$ cat config.mk
export PLATFORM = sky130hd
export DESIGN_NAME = mag_window_stats
export DESIGN_NICKNAME = d
export VERILOG_FILES = /design/src/rtl/mag_window_stats.sv
export SDC_FILE = /design/constraint.sdc
export NUM_CORES = 1
export LEC_CHECK = 0
export CORE_AREA = 2 2 68 70
export DETAILED_ROUTE_END_ITERATION = 12
export DIE_AREA = 0 0 70 72
export GPL_TIMING_DRIVEN = 0
export PLACE_DENSITY = 0.74
export SETUP_SLACK_MARGIN = 0.2
export SLEW_MARGIN = 20
export SYNTH_ARGS = -nofsm -noshare
export SYNTH_HDL_FRONTEND = slang
export SYNTH_SLANG_ARGS = --single-unit
$ cat constraint.sdc
create_clock -name clk -period 3.2 [get_ports clk]
set_clock_uncertainty 0.15 [all_clocks]
set_input_delay 0.32 -clock clk [delete_from_list [all_inputs] [get_ports clk]]
set_output_delay 0.32 -clock clk [all_outputs]
set_load 0.02 [all_outputs]
$ cat src/rtl/mag_window_stats.sv
// mag_window_stats: reduces the 8-bit magnitude stream over windows of 2^WIN_LOG2
// accepted samples, reporting the truncated mean and the peak per window, and runs
// a hysteretic alarm FSM on each window mean.
// Optional feature macro: MAG_STATS_PEAK_EN (defined -> peak tracking present,
// undefined -> peak_out tied to 0).
module mag_window_stats #(
    parameter int unsigned WIN_LOG2  = 3,
    parameter logic [7:0]  THRESH_HI = 8'd200,
    parameter logic [7:0]  THRESH_LO = 8'd150,
    parameter int unsigned ALARM_CNT = 2
) (
    input  logic       clk,
    input  logic       rst_n,
    input  logic       ena,
    input  logic       in_valid,
    input  logic [7:0] in_mag,
    output logic       out_valid,
    output logic [7:0] mean_out,
    output logic [7:0] peak_out,
    output logic       alarm,
    output logic [1:0] fsm_state
);

    localparam int unsigned AccW = 8 + WIN_LOG2;

    localparam logic [1:0] StClear  = 2'd0;
    localparam logic [1:0] StArming = 2'd1;
    localparam logic [1:0] StAlarm  = 2'd2;

    localparam logic [3:0]          AlarmCnt = ALARM_CNT[3:0];
    localparam logic [WIN_LOG2-1:0] CntLast  = '1;
    localparam logic [WIN_LOG2-1:0] CntOne   = WIN_LOG2'(1);

    logic [AccW-1:0]     acc_q, acc_d;
    logic [WIN_LOG2-1:0] cnt_q, cnt_d;
    logic [1:0]          state_q, state_d;
    logic [3:0]          arm_cnt_q, arm_cnt_d;
    logic                out_valid_q, out_valid_d;
    logic [7:0]          mean_q, mean_d;
    logic                alarm_q, alarm_d;

    logic            accept;
    logic            close;
    logic [AccW-1:0] sum;
    logic [7:0]      win_mean;

    assign accept   = ena & in_valid;
    assign close    = accept && (cnt_q == CntLast);
    // Accumulator is wide enough for a full window of 255s, so this cannot wrap.
    assign sum      = acc_q + AccW'(in_mag);
    assign win_mean = sum[AccW-1:WIN_LOG2];

    // Accumulate accepted samples; on the closing sample publish the mean and restart.
    always_comb begin
        acc_d       = acc_q;
        cnt_d       = cnt_q;
        mean_d      = mean_q;
        out_valid_d = 1'b0;
        if (accept) begin
            if (close) begin
                acc_d       = '0;
                cnt_d       = '0;
                mean_d      = win_mean;
                out_valid_d = 1'b1;
            end else begin
                acc_d = sum;
                cnt_d = cnt_q + CntOne;
            end
        end
    end

    // Alarm FSM: steps only at window close, using the freshly computed mean.
    always_comb begin
        state_d   = state_q;
        arm_cnt_d = arm_cnt_q;
        if (close) begin
            case (state_q)
                StClear: begin
                    if (win_mean >= THRESH_HI) begin
                        if (ALARM_CNT == 1) begin
                            state_d = StAlarm;
                        end else begin
                            state_d   = StArming;
                            arm_cnt_d = 4'd1;
                        end
                    end
                end
                StArming: begin
                    if (win_mean >= THRESH_HI) begin
                        arm_cnt_d = arm_cnt_q + 4'd1;
                        if (arm_cnt_d == AlarmCnt) begin
                            state_d = StAlarm;
                        end
                    end else begin
                        state_d   = StClear;
                        arm_cnt_d = '0;
                    end
                end
                StAlarm: begin
                    // Hysteresis: only a mean below the low threshold releases.
                    if (win_mean < THRESH_LO) begin
                        state_d   = StClear;
                        arm_cnt_d = '0;
                    end
                end
                default: begin
                    state_d   = StClear;
                    arm_cnt_d = '0;
                end
            endcase
        end
        alarm_d = (state_d == StAlarm);
    end

    // State registers; out_valid_d is 0 whenever no window closes, so the pulse
    // drops even while ena is low.
    always_ff @(posedge clk or negedge rst_n) begin
        if (!rst_n) begin
            acc_q       <= '0;
            cnt_q       <= '0;
            state_q     <= StClear;
            arm_cnt_q   <= '0;
            out_valid_q <= 1'b0;
            mean_q      <= '0;
            alarm_q     <= 1'b0;
        end else begin
            acc_q       <= acc_d;
            cnt_q       <= cnt_d;
            state_q     <= state_d;
            arm_cnt_q   <= arm_cnt_d;
            out_valid_q <= out_valid_d;
            mean_q      <= mean_d;
            alarm_q     <= alarm_d;
        end
    end

`ifdef MAG_STATS_PEAK_EN
    logic [7:0] peak_q, peak_d;
    logic [7:0] peak_out_q, peak_out_d;
    logic [7:0] peak_max;

    assign peak_max = (in_mag > peak_q) ? in_mag : peak_q;

    // Running maximum of the window; published and cleared on the closing sample.
    always_comb begin
        peak_d     = peak_q;
        peak_out_d = peak_out_q;
        if (accept) begin
            if (close) begin
                peak_d     = '0;
                peak_out_d = peak_max;
            end else begin
                peak_d = peak_max;
            end
        end
    end

    // Peak registers.
    always_ff @(posedge clk or negedge rst_n) begin
        if (!rst_n) begin
            peak_q     <= '0;
            peak_out_q <= '0;
        end else begin
            peak_q     <= peak_d;
            peak_out_q <= peak_out_d;
        end
    end

    assign peak_out = peak_out_q;
`else
    assign peak_out = 8'd0;
`endif

    assign out_valid = out_valid_q;
    assign mean_out  = mean_q;
    assign alarm     = alarm_q;
    assign fsm_state = state_q;

endmodule

==> impl_metrics.csv, run 1 <==
group,metric,value,unit
run_status,status,"completed",
sta,worst_pin_slew,0.666,ns
layout,num_antenna_cells,0,
yosys,synth_largest_area_cell,"dfrtp_1",
floorplanning,core,4260,um2
cts,cts_sinks,30,
detailed_routing,dr_total_vias,1749,
detailed_routing,drt-initial-drc-count,85,
global_routing,grt_pass1_wl,7.57,mm
worst_setup_path,critPathMaxFanout,3,
floorplanning,die_x,70,um
detailed_routing,wl_per_cell,13.9,um
worst_hold_path,hp-start,"mean_out[0]$_DFFE_PN0P_",
cts,root_buffer,"clkbuf_8",
yosys,synth_cell_types,59,
placed_design,place_area,2380,um2
global_routing,grt_max_degree,31,
floorplanning,io_pins,32,
placed_design,io_buffers,23,
worst_setup_path,crit_path_cell_trace,"ha_2, fa_2, a21o_4, a221oi_4, mux2i_1, a211oi_1, or3b_1, buf_6, or4_4, nand4_1",
worst_setup_path,critPathRequiredTime,3.27,ns
job,max_cap_viol_count,0,
worst_setup_path,crit_slowest_cell,"or4_4",
sta,setup_viol,0,
layout,final_layout_size_suffix_gt1_share,17.0,%
sta,fmax,0.320,GHz
worst_setup_path,slowest_delay,0.50,ns
worst_hold_path,hold_depth,2,
cts,cts_tree,"done",
placed_design,gp_congestion,0.910,
sta,hold_viol,0,
floorplanning,die_h,72,um
power,power_density,895,nW/um2
cts,cts_max_level,2,
floorplanning,fp.dieArea,5040,um2
yosys,synth_common_cells,"nand2_1, dfrtp_1, o21ai_0, nor2_1, ha_1",
power,p_leak,0.00121,uW
worst_setup_path,r2r_end,"arm_cnt_q[2]$_DFFE_PN0P_",
yosys,synth-main-ff-cell,"dfrtp_1",
yosys,syn_area,2050,um2
yosys,yosysWarnings,0,
sta,slew_headroom,55.6,%
placed_design,place_worst_setup_slack,-0.337,ns
floorplanning,start_util,48.1,%
cts,clock_latency,0.28,ns
sta,fin_crit_sh,97.7,%
layout,syn2layout_area_growth,27.6,%
worst_setup_path,regToRegSetupSlack,0.07,ns
layout,final_nets,295,
floorplanning,rows,24,
power,p_sw_share,42.0,%
power,vdd_drop_max,0.432,mV
detailed_routing,drtPass1Iterations,4,
yosys,ys_ff_latch,30,
global_routing,grt_pass1_vias,1663,
power,comb_power_share,61.0,%
cts,numCtsBuffers,5,
power,p_int,1360,uW
detailed_routing,wl,4.47,mm
yosys,postSynthAreaPerCell,9.12,um2
yosys,synth_edf_count,0,
power,switchingPower,984,uW
worst_hold_path,hold_path_end,"mean_out[0]$_DFFE_PN0P_",
worst_setup_path,endpoint_kind,"flop",
sta,drv_slew,0,
sta,finalWorstPathRequiredPeriod,3.13,ns
worst_setup_path,critPathTopFamily,"simple AND/OR/NAND/NOR gates",
layout,design_area,2620,um2
yosys,ys_async_sr_fraction,100,%
worst_setup_path,criticalPathCategory,"reg -> reg",
worst_setup_path,r2r_start,"acc_q[0]$_DFFE_PN0P_",
global_routing,antenna_found_initial,0,
worst_setup_path,critPathLaunchType,"flop",
power,seq_power_share,25.1,%
worst_setup_path,rr_worst_depth,10,
detailed_routing,drtAntennaViolNets,0,
worst_setup_path,crit_arrival,3.19,ns
yosys,yosysTopAreaCellShare,36.6,%
global_routing,grtUsageTotal,18.7,%
placed_design,placed_cells,307,
global_routing,grt_remaining_overflow,0,
placed_design,post-dp-hpwl,3.23,mm
yosys,netlist_instances,225,
power,p_total,2340,uW
cts,cts_buffer_depth,2,
sta,grt_setup_unrepaired,"yes",
worst_setup_path,critPathBufInv,1,
yosys,yosysMostFrequentCell,"nand2_1",
sta,fin_ws,0.0721,ns
cts,clk_pin_slew,0.07,ns
worst_hold_path,hp-class,"reg -> reg",
yosys,ys_seq_area_share,36.6,%
detailed_routing,drc,0,
yosys,synth_area_leaders,"dfrtp_1, ha_1, nand2_1",
detailed_routing,viasPerCell,5.41,
layout,layout.cells.non_filler,323,
power,power.share.clock,13.8,%
-- worst reg2reg max path, cell delays in order (launching register included) --
cell and delay, ns:
dfrtp_1 0.38, ha_2 0.19, fa_2 0.38, a21o_4 0.23, a221oi_4 0.30, mux2i_1 0.24
a211oi_1 0.07, or3b_1 0.40, buf_6 0.14, or4_4 0.51, nand4_1 0.09
-- cells by family (layout without fill, tap and decap cells) --
kind of cell	count (synthesis)	in the layout	share of synthesized area, %
multiplexers	2	2	1.04
XOR/XNOR	5	5	2.13
buffers and inverters	26	65	6.46
adder cells (fa/ha/maj)	13	13	8.29
AO/OA/AOI/OAI	63	63	24.6
other	1	8	0.183
AND/OR/NAND/NOR	85	85	20.7
flip-flops	30	30	36.6
-- layout by cell type (no fill, tap or decap), types with 2 or more instances in the layout --
master           netlist  routed
nor3_1                 6       5
a211oi_1               3       2
and2_1                 4       4
clkbuf_1               5       4
a2111oi_0              2       2
ha_1                  12       9
nand2b_1               5       5
nand2_1               32      32
buf_4                  9      15
o21ai_0               18      18
a21oi_1                2       2
clkbuf_8               0       6
conb_1                 1       8
dfrtp_1               30      30
a21o_1                 7       7
a221o_1                2       2
a22o_1                 4       4
o211ai_1               3       3
inv_1                 10      10
ha_2                   0       3
and3_1                 4       4
nor2b_1                3       3
or3_1                  2       2
clkdlybuf4s50_1        0      20
nor2_1                15      15
nand3_1                5       5
xnor2_1                4       4
a31oi_1                3       3
-- through the flow --
step,TNS (ns),hold slack (ns),util [%]
after floorplan,0,-0.126,-
after global placement,-1.27,0.315,56.0
after detailed placement,-1.36,0.251,55.9
after CTS,0,0.338,60.4
after global routing,-0.0319,0.357,61.4
final,0,0.334,61.4
-- worst max path at each step --
stage                               startpoint                       end  slack, ns  cells after the start
after floorplan           acc_q[0]$_DFFE_PN0P_  arm_cnt_q[2]$_DFFE_PN0P_       0.21                     10
after global placement               in_mag[0]  arm_cnt_q[2]$_DFFE_PN0P_      -0.31                     11
after detailed placement             in_mag[0]  arm_cnt_q[2]$_DFFE_PN0P_      -0.34                     11
after CTS                 acc_q[0]$_DFFE_PN0P_  arm_cnt_q[2]$_DFFE_PN0P_       0.04                     10
after global routing      acc_q[0]$_DFFE_PN0P_  arm_cnt_q[2]$_DFFE_PN0P_      -0.03                     10
final                     acc_q[0]$_DFFE_PN0P_  arm_cnt_q[2]$_DFFE_PN0P_       0.07                     10
-- registers in the layout (all words and copies together), names as in the netlist --
name       count
fsm_state      2
out_valid      1
arm_cnt_q      4
acc_q         11
cnt_q          3
alarm          1
mean_out       8
-- metal layers --
layer | GRT usage (%) | wire length [um]
met1 | 25.6 | 2180
met2 | 28.7 | 2010
met3 | 4.44 | 214
met4 | 7.91 | 65
met5 | 0 | 0
-- final cells by class --
type | count | area (um2)
plain buffers | 16 | 103
clock buffers | 6 | 82.6
clock inverters | 2 | 12.5
fillers | 378 | 1650
inverters | 10 | 37.5
multi-input cells | 176 | 1260
flip-flops and latches | 30 | 751
well taps | 52 | 65.1
repair buffers | 31 | 302
-- power by group through the flow --
stage / registers, uW / logic (uW) / clock network, uW
global route: 610 / 1580 / 347
floorplan: 643 / 871 / 0
finish: 589 / 1430 / 324
detailed placement: 594 / 1240 / 0
CTS: 589 / 1370 / 330
global placement: 590 / 1220 / 0
-- what timing repair did --
item	in CTS	in global routing
buffers inserted	4	3
hold buffers	1	0
pin swaps	12	15
cloned	0	0
endpoints found under the setup margin	7	7
hold endpoints to repair	30	0
gates resized for setup	10	7
(Power assumes the default switching activity.)
==> inputs of run 2 (changes only) <==
--- a/config.mk
+++ b/config.mk
@@ -8,7 +8,6 @@
 export CORE_AREA = 2 2 68 70
 export DETAILED_ROUTE_END_ITERATION = 12
 export DIE_AREA = 0 0 70 72
-export GPL_TIMING_DRIVEN = 0
 export PLACE_DENSITY = 0.74
 export SETUP_SLACK_MARGIN = 0.2
 export SLEW_MARGIN = 20
==> impl_metrics.csv, run 2 (synthesis results as in run 1) <==
group,metric,value,unit
floorplanning,die_x,70,um
layout,final_cell_mix,"buf_4, nand2_1, dfrtp_1",
sta,fin_setup_tns,0,ns
power,p_int,1580,uW
cts,clock_latency,0.28,ns
layout,final_layout_size_suffix_gt1_share,22.3,%
detailed_routing,drtAntennaViolNets,0,
global_routing,grt_pass1_vias,1735,
placed_design,placed_cells,322,
detailed_routing,wl_per_cell,14.1,um
detailed_routing,drc,0,
sta,hold_viol,0,
detailed_routing,drt-initial-drc-count,102,
detailed_routing,wl,4.74,mm
cts,hold_buffers,0,
sta,drv_slew,0,
power,vdd_drop_max,0.503,mV
worst_setup_path,crit_path_cell_trace,"ha_2, fa_2, a21o_4, a221oi_4, mux2i_1, a211oi_1, or3b_4, or4_4, nand4_1",
worst_hold_path,hp-class,"in -> async",
worst_setup_path,criticalPathCategory,"reg -> reg",
cts,cts_tree,"done",
sta,grt_setup_unrepaired,"yes",
global_routing,grt_max_degree,31,
placed_design,io_buffers,23,
worst_setup_path,endpoint_kind,"flop",
sta,setup_viol,0,
sta,slew_headroom,58.8,%
worst_setup_path,crit_slowest_cell,"or4_4",
floorplanning,io_pins,32,
power,seq_power_share,23.5,%
worst_setup_path,critPathMaxFanout,4,
cts,clk_pin_slew,0.06,ns
power,comb_power_share,62.2,%
placed_design,post-dp-hpwl,3.46,mm
cts,cts_sinks,30,
cts,cts_max_level,2,
layout,layout.cells.non_filler,335,
global_routing,antenna_found_initial,0,
layout,largest_reg_flops,11,
floorplanning,die_h,72,um
worst_setup_path,rr_worst_depth,9,
layout,nFillCells,380,
layout,syn2layout_area_growth,33.8,%
worst_setup_path,critPathRequiredTime,3.27,ns
job,max_cap_viol_count,0,
power,power.share.clock,14.4,%
floorplanning,rows,24,
layout,num_antenna_cells,0,
global_routing,grtUsageTotal,19.6,%
layout,top_register,"acc_q",
floorplanning,fp.dieArea,5040,um2
cts,numCtsBuffers,5,
worst_setup_path,crit_arrival,3.06,ns
power,switchingPower,1020,uW
worst_setup_path,slowest_delay,0.51,ns
worst_setup_path,critPathLaunchType,"flop",
detailed_routing,viasPerCell,5.47,
run_status,status,"completed",
sta,fin_crit_sh,93.3,%
global_routing,grt_pass1_wl,7.90,mm
placed_design,gp_congestion,0.900,
floorplanning,start_util,48.1,%
power,power_density,946,nW/um2
power,p_sw_share,39.3,%
cts,root_buffer,"clkbuf_8",
detailed_routing,drtPass1Iterations,4,
power,p_leak,0.00129,uW
cts,cts_buffer_depth,2,
layout,mostFrequentLayoutCell,"buf_4",
global_routing,grt_remaining_overflow,0,
sta,finalWorstPathRequiredPeriod,2.99,ns
sta,fmax,0.335,GHz
floorplanning,core,4260,um2
layout,final_nets,307,
sta,worst_pin_slew,0.617,ns
detailed_routing,dr_total_vias,1831,
layout,fin_util,64.4,%
run 2: worst paths after layout:
kind | from | to | slack [ns]
max in group asynchronous | rst_n | mean_out[2]$_DFFE_PN0P_ | 2.35
worst max register to register | acc_q[0]$_DFFE_PN0P_ | arm_cnt_q[2]$_DFFE_PN0P_ | 0.21
min in group clk | mean_out[0]$_DFFE_PN0P_ | mean_out[0]$_DFFE_PN0P_ | 0.33
worst min register to register | mean_out[0]$_DFFE_PN0P_ | mean_out[0]$_DFFE_PN0P_ | 0.33
worst max-delay path | acc_q[0]$_DFFE_PN0P_ | arm_cnt_q[2]$_DFFE_PN0P_ | 0.21
worst min-delay path | rst_n | acc_q[8]$_DFFE_PN0P_ | 0.27
run 2: critical path: cells and delay by family, from the launching register on:
| kind | cells | cell delay (ns) |
|---|---|---|
| compound gates | 3 | 0.58 |
| fa+ha+maj | 2 | 0.57 |
| flops | 1 | 0.38 |
| mux | 1 | 0.22 |
| simple gates | 3 | 1.02 |
run 2: what timing repair did:
action | CTS | global route
buffers inserted | 3 | 2
gates resized for setup | 11 | 5
pin swaps | 17 | 6
setup endpoints to repair | 5 | 7
run 2: power groups by stage:
stage / registers (uW) / clock network [uW] / logic, uW
6_report: 609 / 373 / 1610
5_1_grt: 629 / 398 / 1750
4_1_cts: 607 / 378 / 1570
3_5_place_dp: 613 / 0 / 1430
3_3_place_gp: 608 / 0 / 1410
2_1_floorplan: 643 / 0 / 871
run 2: metal layers:
metal / track usage (%) / part of all wire, %
met1: 24.3 / 46
met2: 33.4 / 47
met3: 4.86 / 4.9
met4: 7.26 / 1.6
met5: 0 / 0
run 2: through the flow:
step / hold slack, ns / power, uW / area [um2] / setup slack [ns]
floorplan: -0.126 / 1510 / 2090 / 0.214
global placement: 0.312 / 2020 / 2520 / -0.162
detailed placement: 0.312 / 2050 / 2520 / -0.207
CTS: 0.283 / 2550 / 2710 / 0.181
global route: 0.300 / 2780 / 2750 / 0.113
finish: 0.269 / 2600 / 2750 / 0.213
run 2: layout make-up:
type	instances	area [um2]	area share [%]
Inverter	10	37.5	1.37
Tap cell	52	65.1	2.37
Clock buffer	7	76.3	2.78
Sequential cell	30	751	27.3
Clock inverter	1	30.0	1.09
Multi-Input combinational cell	176	1280	46.6
Timing Repair Buffer	59	505	18.4
